===== src/rtl/ws2812_bit_gen.sv =====
// WS2812B single-wire symbol generator: emits timed 0/1 symbols, pulses shift to
// fetch the next bit from the control FSM, and flags sendDone on the last symbol.
module ws2812_bit_gen #(
    parameter int T0H      = 40,
    parameter int T1H      = 80,
    parameter int TBIT     = 125,
    parameter int NUM_BITS = 96,
    parameter int CW       = 7
) (
    input  logic          clk,
    input  logic          reset,
    input  logic          doGen,
    input  logic [1:0]    genMode,
    output logic          dataOut,
    output logic          shift,
    output logic          sendDone,
    output logic [CW-1:0] bitIndex
);

    typedef enum logic [1:0] {
        ST_IDLE = 2'd0,
        ST_HIGH = 2'd1,
        ST_LOW  = 2'd2
    } state_t;

    localparam logic [CW-1:0] T0H_C     = CW'(T0H);
    localparam logic [CW-1:0] T1H_C     = CW'(T1H);
    localparam logic [CW-1:0] LAST_CNT  = CW'(TBIT - 1);
    localparam logic [CW-1:0] SHIFT_CNT = CW'(TBIT - 2);
    localparam logic [CW-1:0] LAST_BIT  = CW'(NUM_BITS - 1);
    localparam logic [CW-1:0] ONE       = CW'(1);

    state_t        state_q, state_d;
    logic [CW-1:0] cnt_q, cnt_d;
    logic [CW-1:0] bit_idx_q, bit_idx_d;
    logic [CW-1:0] hi_time_q, hi_time_d;
    logic          data_out_q, data_out_d;
    logic          shift_q, shift_d;
    logic          send_done_q, send_done_d;
    logic          run;
    logic [CW-1:0] sel_hi;

    always_comb begin
        run         = doGen & genMode[1];
        sel_hi      = genMode[0] ? T1H_C : T0H_C;
        state_d     = state_q;
        cnt_d       = cnt_q;
        bit_idx_d   = bit_idx_q;
        hi_time_d   = hi_time_q;

        case (state_q)
            ST_IDLE: begin
                cnt_d     = '0;
                bit_idx_d = '0;
                if (run) begin
                    state_d   = ST_HIGH;
                    hi_time_d = sel_hi;
                end
            end
            ST_HIGH: begin
                cnt_d = cnt_q + ONE;
                if (cnt_q == hi_time_q - ONE) begin
                    state_d = ST_LOW;
                end
            end
            ST_LOW: begin
                if (cnt_q == LAST_CNT) begin
                    cnt_d = '0;
                    if (bit_idx_q == LAST_BIT) begin
                        state_d   = ST_IDLE;
                        bit_idx_d = '0;
                    end else begin
                        // Back-to-back symbols: the next bit is sampled on this edge.
                        state_d   = ST_HIGH;
                        bit_idx_d = bit_idx_q + ONE;
                        hi_time_d = sel_hi;
                    end
                end else begin
                    cnt_d = cnt_q + ONE;
                end
            end
            default: begin
                state_d   = ST_IDLE;
                cnt_d     = '0;
                bit_idx_d = '0;
            end
        endcase

        // Losing the request mid-frame drops the partial symbol with no pulses.
        if (state_q != ST_IDLE && !run) begin
            state_d   = ST_IDLE;
            cnt_d     = '0;
            bit_idx_d = '0;
        end

        data_out_d  = (state_d == ST_HIGH);
        shift_d     = (state_d == ST_LOW) && (cnt_d == SHIFT_CNT);
        send_done_d = (state_d == ST_LOW) && (cnt_d == LAST_CNT) && (bit_idx_d == LAST_BIT);
    end

    always_ff @(posedge clk) begin
        if (reset) begin
            state_q     <= ST_IDLE;
            cnt_q       <= '0;
            bit_idx_q   <= '0;
            data_out_q  <= 1'b0;
            shift_q     <= 1'b0;
            send_done_q <= 1'b0;
        end else begin
            state_q     <= state_d;
            cnt_q       <= cnt_d;
            bit_idx_q   <= bit_idx_d;
            data_out_q  <= data_out_d;
            shift_q     <= shift_d;
            send_done_q <= send_done_d;
        end
    end

    // High time is only consulted after being latched at symbol start.
    always_ff @(posedge clk) begin
        hi_time_q <= hi_time_d;
    end

    assign dataOut  = data_out_q;
    assign shift    = shift_q;
    assign sendDone = send_done_q;
    assign bitIndex = bit_idx_q;

endmodule


===== config.mk =====
export PLATFORM = sky130hd
export DESIGN_NAME = ws2812_bit_gen
export DESIGN_NICKNAME = d
export VERILOG_FILES = /design/src/rtl/ws2812_bit_gen.sv
export SDC_FILE = /design/constraint.sdc
export NUM_CORES = 1
export LEC_CHECK = 0
export BUFFER_PORTS_ARGS = -buffer_cell sky130_fd_sc_hd__buf_2
export CAP_MARGIN = 20
export CORE_UTILIZATION = 35
export DETAILED_ROUTE_END_ITERATION = 8
export SLEW_MARGIN = 20
export SYNTH_ARGS = -nofsm -noshare
export SYNTH_HDL_FRONTEND = slang
export SYNTH_SLANG_ARGS = --single-unit
export TNS_END_PERCENT = 30

===== constraint.sdc =====
create_clock -name clk -period 2.5 [get_ports clk]
set_input_delay 0.375 -clock clk [delete_from_list [all_inputs] [get_ports clk]]
set_output_delay 0.375 -clock clk [all_outputs]
set_load 0.005 [all_outputs]

==> flow_metrics.env <==
export IMPL_r2r_cells=7
export IMPL_finalSetupViolCount=0
export IMPL_p_sw_share_pct=24.1
export IMPL_initial_core_util_pct=36.6
export IMPL_track_usage_pct=16.9
export IMPL_grt_pass1_wl_mm=5.35
export IMPL_ys_types=49
export IMPL_die_y_um=64.1
export IMPL_antenna_found_initial=0
export IMPL_synth_ff_type="dfxtp_1"
export IMPL_rsz0062_at_grt="false"
export IMPL_async_flop_share_pct=0
export IMPL_fin_skew_ns=0.00201
export IMPL_path_max_fanout=6
export IMPL_cp_arrival_ns=2.51
export IMPL_routabilityCongestion=0.897
export IMPL_clockBufferDepth=2
export IMPL_clock_sinks=21
export IMPL_pin_count=15
export IMPL_area_growth_pct=15.8
export IMPL_p_per_area_nw_per_um2=403
export IMPL_clk_pin_slew_ns=0.08
export IMPL_globalRoute_totalOverflow=0
export IMPL_final_max_slew_violation_count=0
export IMPL_drtIter0Drc=45
export IMPL_viasPerCell=5.46
export IMPL_post_route_period_util_pct=93.1
export IMPL_cts_tree="built"
export IMPL_fin_setup_tns_ns=0
export IMPL_synth_seq_cells=21
export IMPL_seq_area_frac_synth_pct=32.6
export IMPL_synth_fp_nets=177
export IMPL_placed_cell_area_um2=1510
export IMPL_cts_root_buf="clkbuf_8"
export IMPL_die_area_um2=4110
export IMPL_final_area_um2=1560
export IMPL_intPower_uw=478
export IMPL_criticalPathCategory="register to register"
export IMPL_relSlewSlack_pct=70.4
export IMPL_r2r_slack_ns=0.17
export IMPL_synth_edf_count=2
export IMPL_syn_area_um2=1350
export IMPL_hold_viol=0
export IMPL_wirelength_mm=3.12
export IMPL_timing_rr_start="state_q[1]"
export IMPL_fillerInstances=397
export IMPL_combinationalPowerShare_pct=8.4
export IMPL_placeableCoreArea_um2=3690
export IMPL_netlist_instances=163
export IMPL_hold_class="input port to register"
export IMPL_min_period_ns=2.33
export IMPL_cp_end_kind="register"
export IMPL_vias=1256
export IMPL_dr_pass1_iters=5
export IMPL_nets=197
export IMPL_rows=22
export IMPL_drv_cap=0
export IMPL_tightest_slew_ns=0.440
export IMPL_clkPwrFrac_pct=36.4
export IMPL_finish_utilization_pct=42.4
export IMPL_cp_start_kind="register"
export IMPL_max_freq_mhz=430
export IMPL_ir_worst_vdd_uv=306
export IMPL_placedCellCount=226
export IMPL_layout_drive_gt1_share_pct=21.4
export IMPL_fp_dieW_um=64.1
export IMPL_p_sw_uw=152
export IMPL_worstSetupStartpoint="state_q[1]"
export IMPL_post_route_drc_count=0
export IMPL_status="finished clean"
export IMPL_port_buffers=14
export IMPL_diodes=0
export IMPL_reg2reg_to="shift"
export IMPL_required_ns=2.68
export IMPL_postRouteAntennaNets=0
export IMPL_numCtsBuffers=3
export IMPL_h_tree_depth=1
export IMPL_ys_warnings_count=0
export IMPL_wl_per_cell_um=13.6
export IMPL_syn_area_per_cell_um2=8.28
export IMPL_worstSkewPairLatency_ns=0.26
export IMPL_dp_hpwl_mm=2.37
export IMPL_grt_pass1_vias=1154
export IMPL_grt_max_degree=17
export IMPL_fin_cells=230
export IMPL_p_leak_nw=0.569
export IMPL_seq_power_share_pct=55.2
export IMPL_crit_end="shift"
==> layer usage <==
| metal | track usage [%] | vias up | routed length, um |
|---|---|---|---|
| met1 | 22.4 | 589 | 1460 |
| li1 | - | 623 | - |
| met5 | 0 | - | 0 |
| met4 | 9.44 | 0 | 76 |
| met3 | 2.68 | 7 | 165 |
| met2 | 26.2 | 37 | 1420 |
==> stage by stage <==
step / hold slack [ns] / power (mW) / setup slack (ns)
2_1_floorplan: 0.447 / 0.389 / 0.139
3_3_place_gp: 0.543 / 0.406 / 0.248
3_5_place_dp: 0.554 / 0.407 / 0.187
4_1_cts: 0.290 / 0.634 / 0.167
5_1_grt: 0.286 / 0.656 / 0.0273
6_report: 0.296 / 0.630 / 0.172
==> flip-flops by register name, summed over array words and instances (netlist names) <==
register / flops
sendDone: 1
hi_time_q: 2
dataOut: 1
bitIndex: 7
state_q: 2
cnt_q: 7
shift: 1
==> placed cells by master, fill, tap and decap left out, drive strengths merged, types with 3 or more instances in the layout <==
cell type	count
buf	22
nor2	20
dfxtp	19
nand2	13
inv	11
nand3	10
ha	9
o21ai	8
xnor2	5
xor2	4
nor3	4
a211oi	4
or3	4
a21oi	4
clkbuf	3
and3	3
nor4	3
==> cells in the mapped netlist (2+ instances only) <==
master    number  area share, %
nor2_1        20            5.6
dfxtp_1       19             28
nand2_1       13            3.6
inv_1         11            3.1
nand3_1       10            3.7
ha_1           9            8.3
o21ai_0        8            3.0
clkbuf_1       5            1.4
xnor2_1        5            3.2
a211oi_1       4            2.2
nor3_1         4            1.5
xor2_1         4            2.6
a21oi_1        3            1.1
or3_1          3            1.4
a31oi_1        2           0.93
and3_1         2           0.93
edfxtp_1       2            4.4
nand3b_1       2            1.1
nor2b_1        2           0.93
nor3b_1        2            1.1
nor4_1         2           0.93
nor4b_1        2            1.3
o211ai_1       2            1.1
o311a_1        2            1.5
==> critical path, cell delays in order (launching register included) <==
cell and delay [ns]:
dfxtp_1 0.41, inv_1 0.10, ha_2 0.33, or3b_1 0.36
or3_1 0.40, nand2b_4 0.15, nor4_2 0.28, nor4b_2 0.22
==> timing repair <==
item,in CTS,in global routing
buffers inserted,0,0
setup endpoints to repair,0,2
resized for setup,0,3
hold buffers,0,0
==> layout make-up <==
| class | count | area, um2 | share of cell area [%] |
|---|---|---|---|
| flip-flops and latches | 21 | 440 | 28.2 |
| multi-input cells | 124 | 845 | 54.0 |
| clock inverters | 1 | 5.00 | 0.320 |
| clock buffers | 3 | 41.3 | 2.64 |
| repair buffers | 22 | 130 | 8.33 |
| inverters | 11 | 41.3 | 2.64 |
| well taps | 48 | 60.1 | 3.84 |
==> logic make-up (layout without fill, tap and decap cells) <==
group / count (synthesis) / in the layout / synth area share, %
flops: 21 / 21 / 32.6
mux: 1 / 1 / 0.741
simple gates: 75 / 75 / 31.4
compound gates: 30 / 30 / 15.4
xor+xnor: 9 / 9 / 5.84
fa+ha+maj: 9 / 9 / 8.34
buf+inv: 18 / 37 / 5.65
==> power groups by stage <==
stage	Sequential (mW)	Clock (mW)	Combinational, mW
floorplan	0.355	0	0.0339
global placement	0.355	0	0.0507
detailed placement	0.355	0	0.0518
CTS	0.348	0.235	0.0520
global route	0.348	0.250	0.0585
finish	0.348	0.229	0.0528
==> worst min path at each step <==
stage / from / end / slack (ns) / cells after the start
6_report: reset / bitIndex[1] / 0.30 / 2
5_1_grt: reset / bitIndex[1] / 0.29 / 2
4_1_cts: reset / bitIndex[1] / 0.29 / 2
3_5_place_dp: cnt_q[0] / cnt_q[0] / 0.55 / 2
3_3_place_gp: cnt_q[0] / cnt_q[0] / 0.54 / 2
2_1_floorplan: reset / bitIndex[1] / 0.45 / 1
Power figures use the tool's default switching activity.
